===== src/rtl/mux4_rr_arbiter.sv =====
// Round-robin arbiter for four valid/ready producers sharing one consumer.
// Grant is held for a whole packet, or until MAX_BEATS beats have moved.
module mux4_rr_arbiter #(
  parameter int DATA_W    = 8,
  parameter int MAX_BEATS = 16
) (
  input  logic                clk,
  input  logic                rst,
  input  logic [3:0]          in_valid,
  input  logic [4*DATA_W-1:0] in_data,
  input  logic [3:0]          in_last,
  output logic [3:0]          in_ready,
  output logic                out_valid,
  output logic [DATA_W-1:0]   out_data,
  output logic                out_last,
  input  logic                out_ready,
  output logic [3:0]          grant,
  output logic [1:0]          sel,
  output logic                busy
);

  typedef enum logic {
    IDLE,
    BUSY
  } state_t;

  localparam logic [7:0] LAST_BEAT = 8'(MAX_BEATS - 1);

  state_t     state_q, state_d;
  logic [3:0] grant_q, grant_d;
  logic [1:0] sel_q, sel_d;
  logic [1:0] ptr_q, ptr_d;
  logic [7:0] beat_cnt_q, beat_cnt_d;

  logic [1:0] winner;
  logic [1:0] idx;
  logic       xfer;

  // Walk from the farthest offset back to ptr so the nearest requester wins.
  always_comb begin
    winner = ptr_q;
    idx    = ptr_q;
    for (int k = 3; k >= 0; k--) begin
      idx = ptr_q + 2'(k);
      if (in_valid[idx]) winner = idx;
    end
  end

  assign busy      = (state_q == BUSY);
  assign grant     = grant_q;
  assign sel       = sel_q;
  assign out_data  = in_data[sel_q*DATA_W +: DATA_W];
  assign out_valid = busy & in_valid[sel_q];
  assign out_last  = busy & (in_last[sel_q] | (beat_cnt_q == LAST_BEAT));
  assign in_ready  = grant_q & {4{out_ready}};
  assign xfer      = out_valid & out_ready;

  always_comb begin
    // NOTE: every output of this block gets a default first; any path that
    // left one unassigned would infer a latch.
    state_d    = state_q;
    grant_d    = grant_q;
    sel_d      = sel_q;
    ptr_d      = ptr_q;
    beat_cnt_d = beat_cnt_q;
    unique case (state_q)
      IDLE: begin
        if (|in_valid) begin
          state_d    = BUSY;
          grant_d    = 4'b0001 << winner;
          sel_d      = winner;
          beat_cnt_d = 8'd0;
        end
      end
      BUSY: begin
        if (xfer && out_last) begin
          // sel is kept so the mux select holds its last value while idle.
          state_d    = IDLE;
          grant_d    = 4'b0000;
          ptr_d      = sel_q + 2'd1;
          beat_cnt_d = 8'd0;
        end else if (xfer) begin
          beat_cnt_d = beat_cnt_q + 8'd1;
        end
      end
      default: state_d = IDLE;
    endcase
  end

  // NOTE: state registers use non-blocking assignments so every flop samples
  // pre-edge values regardless of statement order.
  always_ff @(posedge clk or posedge rst) begin
    if (rst) begin
      state_q    <= IDLE;
      grant_q    <= 4'b0000;
      sel_q      <= 2'd0;
      ptr_q      <= 2'd0;
      beat_cnt_q <= 8'd0;
    end else begin
      state_q    <= state_d;
      grant_q    <= grant_d;
      sel_q      <= sel_d;
      ptr_q      <= ptr_d;
      beat_cnt_q <= beat_cnt_d;
    end
  end

endmodule


===== config.mk =====
export PLATFORM = sky130hd
export DESIGN_NAME = mux4_rr_arbiter
export DESIGN_NICKNAME = d
export VERILOG_FILES = /design/src/rtl/mux4_rr_arbiter.sv
export SDC_FILE = /design/constraint.sdc
export NUM_CORES = 1
export LEC_CHECK = 0
export CAP_MARGIN = 15
export CORE_UTILIZATION = 42
export CTS_CLUSTER_SIZE = 10
export DETAILED_ROUTE_END_ITERATION = 6
export PLACE_DENSITY = 0.81
export SYNTH_ARGS = -nofsm -noshare
export SYNTH_HDL_FRONTEND = slang
export SYNTH_SLANG_ARGS = --single-unit

===== constraint.sdc =====
create_clock -name clk -period 4.1 [get_ports clk]
set_input_delay 0.82 -clock clk [delete_from_list [all_inputs] [get_ports clk]]
set_output_delay 0.82 -clock clk [all_outputs]
set_load 0.02 [all_outputs]

==> impl_metrics.py, run 1 <==
metrics = {
    "sta": {
        "rsz0062_at_grt": "no",
        "finalHoldViolCount": 0,
        "drv_slew": 0,
        "max_clock_freq_mhz": 284,
        "worstMarginPinSlew_ps": 654,
        "slew_headroom_pct": 56.3,
        "fin_worst_skew_ps": 5.30,
        "fin_tns_setup_ps": 0,
        "worst_slack_ps": 582,
        "finalSetupViolations": 0,
        "finalCriticalPeriod_ps": 3520,
        "fin_crit_sh_pct": 85.8,
    },
    "drt": {
        "route.vias.total": 1318,
        "drc": 0,
        "finalWirelength_um": 3470,
        "via_per_inst": 6.10,
        "first_pass_iters": 4,
        "avgRoutedWirePerCell_um": 16.1,
        "drt.antenna.violating_nets": 0,
        "drtIter0Drc": 46,
    },
    "cells_and_area": {
        "drive_above_1_share_pct": 9.19,
        "area_growth_pct": 56.7,
        "diodes": 0,
        "multiInputGateArea_um2": 748,
        "regArea_um2": 425,
        "fillCellCount": 229,
        "final_nets": 230,
        "finalCoreUtilization_pct": 69.2,
    },
    "power_and_ir_drop": {
        "power.share.clock_pct": 9.7,
        "p_int_uw": 592,
        "power_frac_comb_pct": 63.4,
        "fin_total_pwr_mw": 1.05,
        "swShare_pct": 43.7,
        "ir_drop_mv": 0.465,
        "powerDensity_nw_per_um2": 555,
        "switchingPower_uw": 459,
        "seq_power_share_pct": 27.0,
        "p_leak_nw": 0.735,
    },
    "outcome": {
        "status": "finished clean",
    },
    "logic_synthesis": {
        "synth_area_leader_cell": "dfrtp_1",
        "synth.distinct_cells": 34,
        "avgSynthCellArea_um2": 9.82,
        "synth_ff_type": "dfrtp_1",
        "ys_seq_area_share_pct": 35.2,
        "synth_warnings": 0,
        "synth_seq_cells": 17,
        "async_reset_ff_share_pct": 100,
        "synth_edf_count": 0,
        "syn_area_um2": 1210,
        "synth.net_count": 167,
        "synthCells": 123,
        "synthTopCellsByArea": "dfrtp_1 (35%), mux4_2 (19%), a21oi_1 (4.6%)",
        "yosys-top-cells-count": "dfrtp_1 (17), nand2_1 (12), a21oi_1 (11)",
        "synth_top_area_share_pct": 35.2,
        "yosysMostFrequentCell": "dfrtp_1",
    },
    "critical_path": {
        "reg2reg_depth": 4,
        "cp_max_fo": 9,
        "cp.required_ps": 3280,
        "startpoint": "in_last[1]",
        "rr_startpoint": "sel[1]",
        "r2r_slack_ps": 1800,
        "setup.worst_path.end": "out_last",
        "crit_type": "in2out",
        "start_kind": "input port",
        "crit_path_end_kind": "output port",
        "r2r-end": "beat_cnt_q[3]",
        "arrival_ps": 2700,
    },
    "cts": {
        "hold_buffers": 0,
        "cts_tree": "built",
        "clkSinkCount": 17,
        "clk_latency_ps": 310,
        "root_buffer": "clkbuf_4",
        "post_cts_buffers": 0,
        "clockBufferDepth": 2,
        "h-tree-depth": 1,
        "cts.reportedPaths.clkPinSlew_ps": 110,
        "cts_resized": 0,
        "cts_buffers": 3,
    },
    "global_route": {
        "overflow": 0,
        "grt_pass1_wl_um": 5700,
        "grt_pass1_vias": 1268,
        "grt_usage_pct": 23.0,
        "antenna_found_initial": 0,
        "grt_max_degree": 18,
    },
    "min_path": {
        "min_path_type": "reg2reg",
    },
    "floorplan": {
        "die_x_um": 55.6,
        "die_y_um": 55.6,
        "core_area_um2": 2730,
        "initial_core_util_pct": 44.2,
        "ios": 64,
        "std_cell_rows": 19,
        "dieArea_um2": 3090,
    },
    "placement": {
        "post-place-ws_ps": 592,
        "detailed_place_hpwl_um": 2610,
        "place_congestion": 0.784,
        "portBuffers": 63,
    },
    "job": {
        "drv_cap": 0,
    },
}
final cells by class:
type                       instances  share of cell area, %
timing repair buffer              64                   33.7
clock buffer                       3                   1.19
clock inverter                     1                  0.397
multi-input combinational         97                   39.6
sequential                        17                   22.5
inverter                           3                  0.595
tap                               31                   2.05
power groups by stage:
stage / sequential (mW) / combinational, mW / clock, mW
detailed placement: 0.285 / 0.664 / 0
global route: 0.293 / 0.713 / 0.107
finish: 0.283 / 0.666 / 0.102
CTS: 0.282 / 0.669 / 0.102
floorplan: 0.292 / 0.389 / 0
global placement: 0.281 / 0.654 / 0
placed cells by master, fill, tap and decap left out, types with 2 or more instances in the layout:
| cell type | synthesis | final |
|---|---|---|
| and2_1 | 7 | 7 |
| nor2b_1 | 3 | 3 |
| clkbuf_4 | 0 | 3 |
| mux4_2 | 10 | 10 |
| o22ai_1 | 2 | 2 |
| dfrtp_1 | 17 | 17 |
| o32ai_1 | 4 | 4 |
| nand3_1 | 10 | 10 |
| a2bb2oi_1 | 2 | 2 |
| or4_1 | 4 | 4 |
| and3_1 | 2 | 2 |
| nor2_1 | 5 | 5 |
| nand2_1 | 12 | 12 |
| clkdlybuf4s50_1 | 0 | 63 |
| a21oi_1 | 11 | 11 |
| o21ai_0 | 8 | 8 |
| inv_1 | 3 | 3 |
logic make-up after synthesis:
logic type / after synthesis / share of synthesized area (%)
simple gates: 51 / 23.0
compound gates: 34 / 18.5
flops: 17 / 35.2
mux: 10 / 18.7
buf+inv: 9 / 2.80
xor+xnor: 1 / 0.726
fa+ha+maj: 1 / 1.04
registers in the layout (all words and copies together) (netlist names):
name / flops
busy: 1
sel: 2
beat_cnt_q: 8
ptr_q: 2
grant: 4
metrics by stage:
stage	instance area [um2]	hold WS, ps	std cells
global route	1890	589	216
global placement	1860	524	212
detailed placement	1860	530	212
floorplan	1210	495	123
finish	1890	550	216
CTS	1890	551	216
critical path, cell delays in order:
cell and delay, ps:
clkdlybuf4s50_1 420, mux4_2 520, a21o_4 250, and2_1 160, clkdlybuf4s50_1 530
per-layer routing:
metal  share of wire [%]  up-vias  global-route usage (%)  wire length [um]
met1                  38      632                    26.0              1330
met3                 8.5        5                    5.35               294
met5                   0        -                       0                 0
li1                    -      602                       -                 -
met4                 1.0        0                    5.71                35
met2                  52       79                    43.4              1810
worst min path at each step:
stage	start	to	slack (ps)	cells after the start
after global placement	beat_cnt_q[0]	beat_cnt_q[0]	520	1
final	beat_cnt_q[0]	beat_cnt_q[0]	550	1
after global routing	beat_cnt_q[0]	beat_cnt_q[0]	590	1
after CTS	beat_cnt_q[0]	beat_cnt_q[0]	550	1
after detailed placement	beat_cnt_q[0]	beat_cnt_q[0]	530	1
after floorplan	beat_cnt_q[0]	beat_cnt_q[0]	500	1
No activity file was read; power rests on OpenSTA's default activity.
==> run 2, diff against run 1 <==
- CORE_UTILIZATION: 42 -> 44
- CTS_BUF_LIST: not set -> sky130_fd_sc_hd__clkbuf_4
- PLACE_DENSITY: 0.81 -> 0.85
==> run 2 against run 1 <==
Sequential cell count stayed put. Sequential power hardly changed. Die area is 4.4% lower. Cell count is 0.46% lower. Largest power group unchanged.
==> impl_metrics.py, run 2 (synthesis results as in run 1) <==
metrics = {
    "cts": {
        "cts_buffers": 3,
        "clk_latency_ps": 300,
        "root_buffer": "clkbuf_4",
        "clkSinkCount": 17,
        "cts_resized": 0,
        "hold_buffers": 0,
        "clockBufferDepth": 2,
        "cts.reportedPaths.clkPinSlew_ps": 110,
        "post_cts_buffers": 0,
        "h-tree-depth": 1,
        "cts_tree": "built",
    },
    "sta": {
        "slew_headroom_pct": 56.5,
        "finalHoldViolCount": 0,
        "drv_slew": 0,
        "fin_worst_skew_ps": 1.89,
        "fin_crit_sh_pct": 85.8,
        "max_clock_freq_mhz": 284,
        "fin_tns_setup_ps": 0,
        "rsz0062_at_grt": "no",
        "whs_ps": 550,
        "worstMarginPinSlew_ps": 652,
        "finalSetupViolations": 0,
        "finalCriticalPeriod_ps": 3520,
    },
    "drt": {
        "via_per_inst": 6.11,
        "drc": 0,
        "first_pass_iters": 4,
        "route.vias.total": 1313,
        "avgRoutedWirePerCell_um": 17.5,
        "finalWirelength_um": 3760,
        "drtIter0Drc": 35,
        "drt.antenna.violating_nets": 0,
    },
    "critical_path": {
        "cp.depth": 5,
        "reg2reg_depth": 4,
        "r2r_slack_ps": 1790,
        "rr_startpoint": "sel[1]",
        "worst-path-buf-inv": 2,
        "cp.required_ps": 3280,
        "start_kind": "input port",
        "crit_path_end_kind": "output port",
        "cp_top_family": "buffers and inverters",
        "arrival_ps": 2700,
        "slowest_stage": "mux4_2",
        "crit_type": "in2out",
        "cp_max_fo": 9,
        "worst_path_largest_cell_delay_ps": 540,
        "crit_chain": "clkdlybuf4s50_1 -> mux4_2 -> a21o_4 -> and2_1 -> clkdlybuf4s50_1",
        "critPathMostFrequentCell": "clkdlybuf4s50_1",
        "r2r-end": "beat_cnt_q[7]",
    },
    "floorplan": {
        "std_cell_rows": 18,
        "ios": 64,
        "dieArea_um2": 2960,
        "die_x_um": 54.4,
        "initial_core_util_pct": 47.4,
        "core_area_um2": 2540,
        "die_y_um": 54.4,
    },
    "min_path": {
        "hold_end": "beat_cnt_q[0]",
        "holdPathStages": 1,
        "min_path_type": "reg2reg",
        "min_from": "beat_cnt_q[0]",
    },
    "power_and_ir_drop": {
        "p_leak_nw": 0.739,
        "ir_drop_mv": 0.471,
        "powerDensity_nw_per_um2": 558,
    },
    "cells_and_area": {
        "regMostFlops": "beat_cnt_q",
        "area_growth_pct": 56.4,
        "mostFrequentLayoutCells": "clkdlybuf4s50_1 (63), dfrtp_1 (17), nand2_1 (12), a21oi_1 (11)",
        "fillCellCount": 187,
        "final_common_cell": "clkdlybuf4s50_1",
        "layoutNonFillerInstCount": 215,
        "diodes": 0,
        "largest_register_ff_count": 8,
        "finalCoreUtilization_pct": 74.2,
        "final_nets": 230,
        "drive_above_1_share_pct": 9.19,
    },
    "job": {
        "drv_cap": 0,
    },
    "placement": {
        "detailed_place_hpwl_um": 2940,
        "dp_cells": 211,
        "portBuffers": 63,
        "place_congestion": 0.811,
    },
    "outcome": {
        "status": "finished clean",
    },
    "global_route": {
        "overflow": 0,
        "grt_max_degree": 18,
        "grt_pass1_vias": 1201,
        "grt_usage_pct": 25.8,
        "antenna_found_initial": 0,
        "grt_pass1_wl_um": 5380,
    },
}
run 2: changes by cell type in the layout (fill, tap and decap cells not counted):
cell        before  now
clkinv_2         0    1
clkinvlp_4       1    0
run 2: how the worst max path moves through the flow:
stage | end | slack, ps | start
floorplan | out_last | 1510 | in_last[3]
global placement | out_last | 600 | in_last[0]
detailed placement | out_last | 590 | in_last[3]
CTS | out_last | 590 | in_last[3]
global route | out_last | 570 | in_last[3]
finish | out_last | 580 | in_last[3]
run 2: area by class of cell:
cell class	instances	area, um2	share of cell area (%)
Multi-Input combinational cell	97	748	39.6
Tap cell	30	37.5	1.99
Timing Repair Buffer	64	638	33.8
Clock inverter	1	5.00	0.265
Inverter	3	11.3	0.596
Clock buffer	3	22.5	1.19
Sequential cell	17	425	22.5
run 2: power by group:
group	internal, mW	total, mW	switching (mW)
logic	0.343	0.677	0.334
registers	0.212	0.283	0.0706
clock network	0.0364	0.0950	0.0586
run 2: per-layer routing:
layer | up-vias | part of all wire [%] | GRT usage [%]
li1 | 607 | - | -
met1 | 643 | 40 | 32.9
met2 | 57 | 54 | 44.5
met3 | 6 | 4.8 | 5.56
met4 | 0 | 1.1 | 5.56
met5 | - | 0 | 0
run 2: worst register-to-register path, cell delays in order (launching register included):
cell and delay, ps:
dfrtp_1 730, mux4_2 370, nand3_1 370, or4_1 610
a31oi_1 170
run 2: through the flow:
stage | power, mW | worst slack (ps) | instance area (um2)
after global placement | 0.933 | 602 | 1860
after global routing | 1.12 | 573 | 1890
after floorplan | 0.681 | 1510 | 1210
after detailed placement | 0.957 | 586 | 1860
after CTS | 1.05 | 585 | 1890
final | 1.05 | 582 | 1890
